## config.mk

```make
export PLATFORM = sky130hd
export DESIGN_NAME = green_phase_scheduler
export DESIGN_NICKNAME = d
export VERILOG_FILES = /design/src/rtl/green_phase_scheduler.sv
export SDC_FILE = /design/constraint.sdc
export NUM_CORES = 1
export LEC_CHECK = 0
export CORE_MARGIN = 2
export CORE_UTILIZATION = 50
export CTS_BUF_LIST = sky130_fd_sc_hd__clkbuf_8 sky130_fd_sc_hd__clkbuf_16
export DETAILED_ROUTE_END_ITERATION = 10
export PLACE_DENSITY_LB_ADDON = 0.1
export SLEW_MARGIN = 30
export SYNTH_ARGS = -nofsm -noshare
export SYNTH_HDL_FRONTEND = slang
export SYNTH_SLANG_ARGS = --single-unit
```

## constraint.sdc

```tcl
create_clock -name CLK -period 27.1 [get_ports CLK]
set_input_delay 5.42 -clock CLK [delete_from_list [all_inputs] [get_ports CLK]]
set_output_delay 5.42 -clock CLK [all_outputs]
set_load 0.1 [all_outputs]
```

## src/rtl/green_phase_scheduler.sv

```systemverilog
// Two-approach green-time scheduler for the A/B intersection.
// Sequences green, yellow, all-red and manual override phases, shares the
// right-of-way between approaches A and B on latched demand, and drives the
// per-approach light codes plus a two-digit BCD remaining-time display.
// One CLK cycle is one second of signal time. All outputs are registered and
// change on the same edge as the phase they describe.
module green_phase_scheduler #(
   parameter int MAX_GREEN_A = 90,
   parameter int MAX_GREEN_B = 30,
   parameter int MIN_GREEN   = 10,
   parameter int YELLOW      = 3,
   parameter int ALL_RED     = 2
) (
   input  logic       CLK,
   input  logic       R,
   input  logic       A_Req,
   input  logic       B_Req,
   input  logic       Force_A,
   input  logic       Force_B,
   output logic [1:0] A_Light,
   output logic [1:0] B_Light,
   output logic [3:0] Time_H,
   output logic [3:0] Time_L,
   output logic [2:0] Phase
);

   typedef enum logic [2:0] {
      INIT     = 3'd0,
      A_GREEN  = 3'd1,
      A_YELLOW = 3'd2,
      RED_AB   = 3'd3,
      B_GREEN  = 3'd4,
      B_YELLOW = 3'd5,
      RED_BA   = 3'd6,
      MANUAL   = 3'd7
   } state_t;

   localparam logic [1:0] LIGHT_RED    = 2'b00;
   localparam logic [1:0] LIGHT_YELLOW = 2'b01;
   localparam logic [1:0] LIGHT_GREEN  = 2'b10;

   localparam logic [6:0] MAX_A_REM   = 7'(MAX_GREEN_A);
   localparam logic [6:0] MAX_B_REM   = 7'(MAX_GREEN_B);
   localparam logic [6:0] YELLOW_REM  = 7'(YELLOW);
   localparam logic [6:0] ALL_RED_REM = 7'(ALL_RED);

   // Elapsed green = MAX - rem + 1, so "elapsed >= MIN_GREEN" is the same as
   // "rem <= MAX - MIN_GREEN + 1"; comparing rem avoids a subtractor.
   localparam logic [6:0] A_GAP_REM = 7'(MAX_GREEN_A - MIN_GREEN + 1);
   localparam logic [6:0] B_GAP_REM = 7'(MAX_GREEN_B - MIN_GREEN + 1);

   state_t     state;
   state_t     state_n;
   logic [6:0] rem;
   logic [6:0] rem_n;
   logic       a_call;
   logic       a_call_n;
   logic       b_call;
   logic       b_call_n;
   logic       force_any;
   logic [1:0] a_light_n;
   logic [1:0] b_light_n;
   logic [3:0] time_h_n;
   logic [3:0] time_l_n;
   logic [7:0] bcd_n;

   // Binary (0..99) to two BCD digits by bounded repeated subtraction.
   function automatic logic [7:0] to_bcd(input logic [6:0] bin);
      logic [6:0] units;
      logic [3:0] tens;
      units = bin;
      tens  = 4'd0;
      for (int i = 0; i < 12; i++) begin
         if (units >= 7'd10) begin
            units = units - 7'd10;
            tens  = tens + 4'd1;
         end
      end
      return {tens, units[3:0]};
   endfunction

   assign force_any = Force_A | Force_B;
   assign Phase     = state;

   // Next phase, remaining counter, call latches and next output values.
   always_comb begin
      state_n   = state;
      rem_n     = (rem > 7'd1) ? rem - 7'd1 : rem;
      a_call_n  = a_call;
      b_call_n  = b_call;
      a_light_n = LIGHT_RED;
      b_light_n = LIGHT_RED;
      time_h_n  = 4'd0;
      time_l_n  = 4'd0;
      bcd_n     = 8'd0;

      case (state)
         INIT: begin
            state_n = RED_BA;
            rem_n   = ALL_RED_REM;
         end
         RED_BA: begin
            if (rem == 7'd1) begin
               state_n = A_GREEN;
               rem_n   = MAX_A_REM;
            end
         end
         A_GREEN: begin
            // Yield only to a waiting B call: max-out or gap-out after MIN_GREEN.
            if (b_call && ((rem == 7'd1) || ((rem <= A_GAP_REM) && !A_Req))) begin
               state_n = A_YELLOW;
               rem_n   = YELLOW_REM;
            end
         end
         A_YELLOW: begin
            if (rem == 7'd1) begin
               state_n = RED_AB;
               rem_n   = ALL_RED_REM;
            end
         end
         RED_AB: begin
            if (rem == 7'd1) begin
               state_n = B_GREEN;
               rem_n   = MAX_B_REM;
            end
         end
         B_GREEN: begin
            if (a_call && ((rem == 7'd1) || ((rem <= B_GAP_REM) && !B_Req))) begin
               state_n = B_YELLOW;
               rem_n   = YELLOW_REM;
            end
         end
         B_YELLOW: begin
            if (rem == 7'd1) begin
               state_n = RED_BA;
               rem_n   = ALL_RED_REM;
            end
         end
         MANUAL: begin
            rem_n = 7'd0;
            if (!force_any) begin
               state_n = INIT;
            end
         end
         default: begin
            state_n = INIT;
            rem_n   = 7'd0;
         end
      endcase

      // Manual override pre-empts any phase boundary; INIT always completes.
      if ((state != INIT) && force_any) begin
         state_n = MANUAL;
         rem_n   = 7'd0;
      end

      // Demand latches; entering the served green clears the call and wins
      // over a request on the same edge.
      if (A_Req && (state != A_GREEN)) begin
         a_call_n = 1'b1;
      end
      if (B_Req && (state != B_GREEN)) begin
         b_call_n = 1'b1;
      end
      if ((state_n == A_GREEN) && (state != A_GREEN)) begin
         a_call_n = 1'b0;
      end
      if ((state_n == B_GREEN) && (state != B_GREEN)) begin
         b_call_n = 1'b0;
      end

      case (state_n)
         A_GREEN:  a_light_n = LIGHT_GREEN;
         A_YELLOW: a_light_n = LIGHT_YELLOW;
         B_GREEN:  b_light_n = LIGHT_GREEN;
         B_YELLOW: b_light_n = LIGHT_YELLOW;
         MANUAL: begin
            if (Force_A) begin
               a_light_n = LIGHT_GREEN;
            end else begin
               b_light_n = LIGHT_GREEN;
            end
         end
         default: begin
            a_light_n = LIGHT_RED;
            b_light_n = LIGHT_RED;
         end
      endcase

      if (state_n == MANUAL) begin
         time_h_n = 4'hF;
         time_l_n = 4'hF;
      end else begin
         bcd_n    = to_bcd(rem_n);
         time_h_n = bcd_n[7:4];
         time_l_n = bcd_n[3:0];
      end
   end

   // Phase, counter, call and output registers with synchronous reset.
   always_ff @(posedge CLK) begin
      if (R) begin
         state   <= INIT;
         rem     <= 7'd0;
         a_call  <= 1'b0;
         b_call  <= 1'b0;
         A_Light <= LIGHT_RED;
         B_Light <= LIGHT_RED;
         Time_H  <= 4'd0;
         Time_L  <= 4'd0;
      end else begin
         state   <= state_n;
         rem     <= rem_n;
         a_call  <= a_call_n;
         b_call  <= b_call_n;
         A_Light <= a_light_n;
         B_Light <= b_light_n;
         Time_H  <= time_h_n;
         Time_L  <= time_l_n;
      end
   end

endmodule

```

==> parameters.txt <==
Parameter                              Value

Synth
  Async SR Flop Fraction    0%
  Count of state elements after synthesis    24
  Mapped Avg Cell Area    between 7 and 8 um2
  Synthesis warning total    0
  Netlist area before placement    5490 um2
  Synth top area share    between 8 and 9%
  Top cell type by total area after synthesis    sky130_fd_sc_hd__dfxtp_1
  Post-synthesis instance total    roughly 740
  Biggest area contributors in the synthesized netlist    sky130_fd_sc_hd__dfxtp_1, sky130_fd_sc_hd__ha_1, sky130_fd_sc_hd__nand2_1, sky130_fd_sc_hd__xnor2_1, sky130_fd_sc_hd__nor2_1
  Main flop type after synthesis    sky130_fd_sc_hd__dfxtp_1
  Synthesized netlist net count    between 700 and 800
  Number of distinct library cells after synthesis    approximately 120
  Number of enable-type register cells in the synthesized netlist    0
  Fraction of the yosys area taken by sequential cells    between 8 and 9%

Worst setup path
  Worst path max stage delay    0.65 ns
  Reg2reg end    Time_L[2]
  Data arrival time of the critical path    between 20 and 25 ns
  Start-to-end type of the worst setup path    in -> reg
  Critical path capture point type    flop
  CP Launch Type    primary input
  CP dominant cell by count    sky130_fd_sc_hd__ha_1
  Data required, critical path    around 27 ns
  Master of the slowest instance on the critical path    sky130_fd_sc_hd__nor2_1
  Worst setup slack for register-to-register paths    7.55 ns
  Logic depth of the worst register-to-register path    88
  Peak fanout along the critical path    11
  Worst R2R Start    rem[0]

Worst hold path
  Hold Crit Start    a_call
  End point of the worst hold path    a_call
  Cell depth of the worst min-delay path    2
  Worst hold path class    reg -> reg

Finish
  Commonest non-fill, non-tap cell in the layout    sky130_fd_sc_hd__nand2_1
  Number of antenna cells inserted    0
  Final standard cell area without fillers    between 5000 and 6000 um2
  Share of cells above drive strength 1    between 10% and 20%
  Final Net Count    768
  Most used cells in the layout excluding fill and tap cells    sky130_fd_sc_hd__nand2_1, sky130_fd_sc_hd__nor2_1, sky130_fd_sc_hd__a21oi_1
  Final Core Density    between 50% and 60%
  Area growth, synth to finish    4.94%

Placement
  Global placement routability congestion    0.950
  Cell area after placement    5710 um2
  PortBufs    20
  Sum of net half-perimeters after detailed placement    approximately 11 mm
  Pre-CTS worst setup slack    around 2.9 ns

Clock tree
  CTS tree    yes
  Cts repair resizes    0
  Maximum root-to-sink buffer count    2
  Clock-pin transition on the worst setup and hold timing paths    roughly 0.09 ns
  Number of buffers added to fix hold violations after cts    0
  Cts bufs inserted    3
  Insertion delay of the later-clocked pin in the worst-skew pair    0.28 ns
  Clk sink count    24
  H-tree depth reported by CTS    1
  Root Driver    sky130_fd_sc_hd__clkbuf_8
  # Post-CTS Setup Buffers    0

Drt
  Residual DRC count    0
  Vias    5663
  Detailed-routing iteration count for the pre-antenna-repair pass    5
  1st-iter DRT viols    around 440
  Wirelength per Cell    about 17 um
  Detailed-route wire length    around 14 mm
  Antenna Nets Post-Route    0
  Number of vias per cell    6.48

STA
  Highest Clock Rate    roughly 42 MHz
  Time the worst path needs with I/O delays and setup    between 20 and 25 ns
  Number of hold-slack violations in the final timing report    0
  Period utilization    between 80% and 90%
  Setup-violating endpoint count in the final report    0
  Final sum of negative setup slack    0 ns
  Setup repair after global routing missed its margin    no
  Slew HR    between 30 and 40%
  Final worst setup slack    3.06 ns
  Fin Clk Skew    0.00723 ns
  Final Max Slew Viols    0
  Worst slew pin tran    between 0.9 and 1 ns

Global route
  Residual overflow from global routing    0
  Top Usage Layer GRT    met2
  M2 GR Usage    roughly 41%
  Wire length of the first global-routing pass    24.2 mm
  Global routing usage summed across all routing layers    24.5%
  Maximum number of pins on one net before global-route repair    23
  Vias in the first global route    roughly 5000
  Initial antenna violation count    0
  Global-route met1 utilization    ~34%
  Met3 track utilization from global routing    about 1.4%

Die
  Overall die area    around 12000 um2
  Die Wd    about 110 um
  Starting Density    approximately 51%
  I/O pin count    21
  Die Y-Extent    109 um
  Area of the core region    between 10000 and 15000 um2
  Count of standard-cell rows    38

Job
  Number of violations of the max-capacitance limit    0

Outcome
  Outcome    finished, final reports clean
[cell families after synthesis]
group	count (synthesis)	share of synthesized area (%)
compound gates	250	36.4
xor+xnor	46	7.95
fa+ha+maj	28	6.33
buf+inv	68	5.54
flops	24	8.75
mux	29	5.83
simple gates	296	29.2
[flip-flops by register name, summed over array words and instances, names as in the netlist]
name	flops
Time_L	4
B_Light	2
Phase	3
Time_H	4
A_Light	2
b_call	1
a_call	1
rem	7
[worst max-delay path by stage]
stage / end / cells past startpoint / slack, ns / from
2_1_floorplan: Time_L[2] / 94 / 6.20 / B_Req
6_report: Time_L[2] / 86 / 3.06 / B_Req
4_1_cts: Time_L[2] / 86 / 3.17 / B_Req
5_1_grt: Time_L[2] / 87 / 1.43 / A_Req
3_3_place_gp: Time_L[2] / 87 / 3.10 / B_Req
3_5_place_dp: Time_L[2] / 86 / 2.95 / B_Req
[metrics by stage]
stage,std cells,hold slack (ns)
finish,874,0.566
global placement,870,0.549
floorplan,741,0.514
detailed placement,870,0.556
CTS,874,0.567
global route,874,0.595
[area by class of cell]
cell class,count,area [um2]
clock buffer,4,55.1
sequential,24,480
inverter,36,138
tap,140,175
timing repair buffer,21,208
multi-input combinational,649,4710
fill,1025,5030
[critical path: cells and delay by family]
| kind | cells | cell delay, ns |
|---|---|---|
| simple gates | 30 | 6.52 |
| fa+ha+maj | 12 | 2.36 |
| xor+xnor | 4 | 1.17 |
| compound gates | 24 | 6.26 |
| buf+inv | 13 | 1.44 |
| mux | 3 | 1.06 |
[cell usage after synthesis, types with 7 or more instances]
master and count:
sky130_fd_sc_hd__a211o_1 7, sky130_fd_sc_hd__a211oi_1 9, sky130_fd_sc_hd__a21o_1 12, sky130_fd_sc_hd__a21oi_1 39
sky130_fd_sc_hd__a31oi_1 8, sky130_fd_sc_hd__and2_1 17, sky130_fd_sc_hd__and3_1 13, sky130_fd_sc_hd__buf_2 10
sky130_fd_sc_hd__clkbuf_1 16, sky130_fd_sc_hd__dfxtp_1 24, sky130_fd_sc_hd__ha_1 27, sky130_fd_sc_hd__inv_1 29
sky130_fd_sc_hd__mux2_2 11, sky130_fd_sc_hd__mux2i_1 13, sky130_fd_sc_hd__nand2_1 76, sky130_fd_sc_hd__nand2b_1 7
sky130_fd_sc_hd__nand3_1 25, sky130_fd_sc_hd__nand4_1 9, sky130_fd_sc_hd__nor2_1 60, sky130_fd_sc_hd__nor3_1 22
sky130_fd_sc_hd__o2111ai_1 9, sky130_fd_sc_hd__o211ai_1 8, sky130_fd_sc_hd__o21ai_0 28, sky130_fd_sc_hd__o21ai_1 13
sky130_fd_sc_hd__o22ai_1 7, sky130_fd_sc_hd__o31ai_1 8, sky130_fd_sc_hd__xnor2_1 31, sky130_fd_sc_hd__xor2_1 12
[per-layer routing]
metal  vias to the layer above  part of all wire (%)
met5                         -                     0
met1                      2657                    49
li1                       2822                     -
met4                         0                   1.4
met3                        14                   4.8
met2                       170                    45
Power is not shown: default switching activity piles up to over one toggle a cycle in this logic, so the estimate is an artifact.
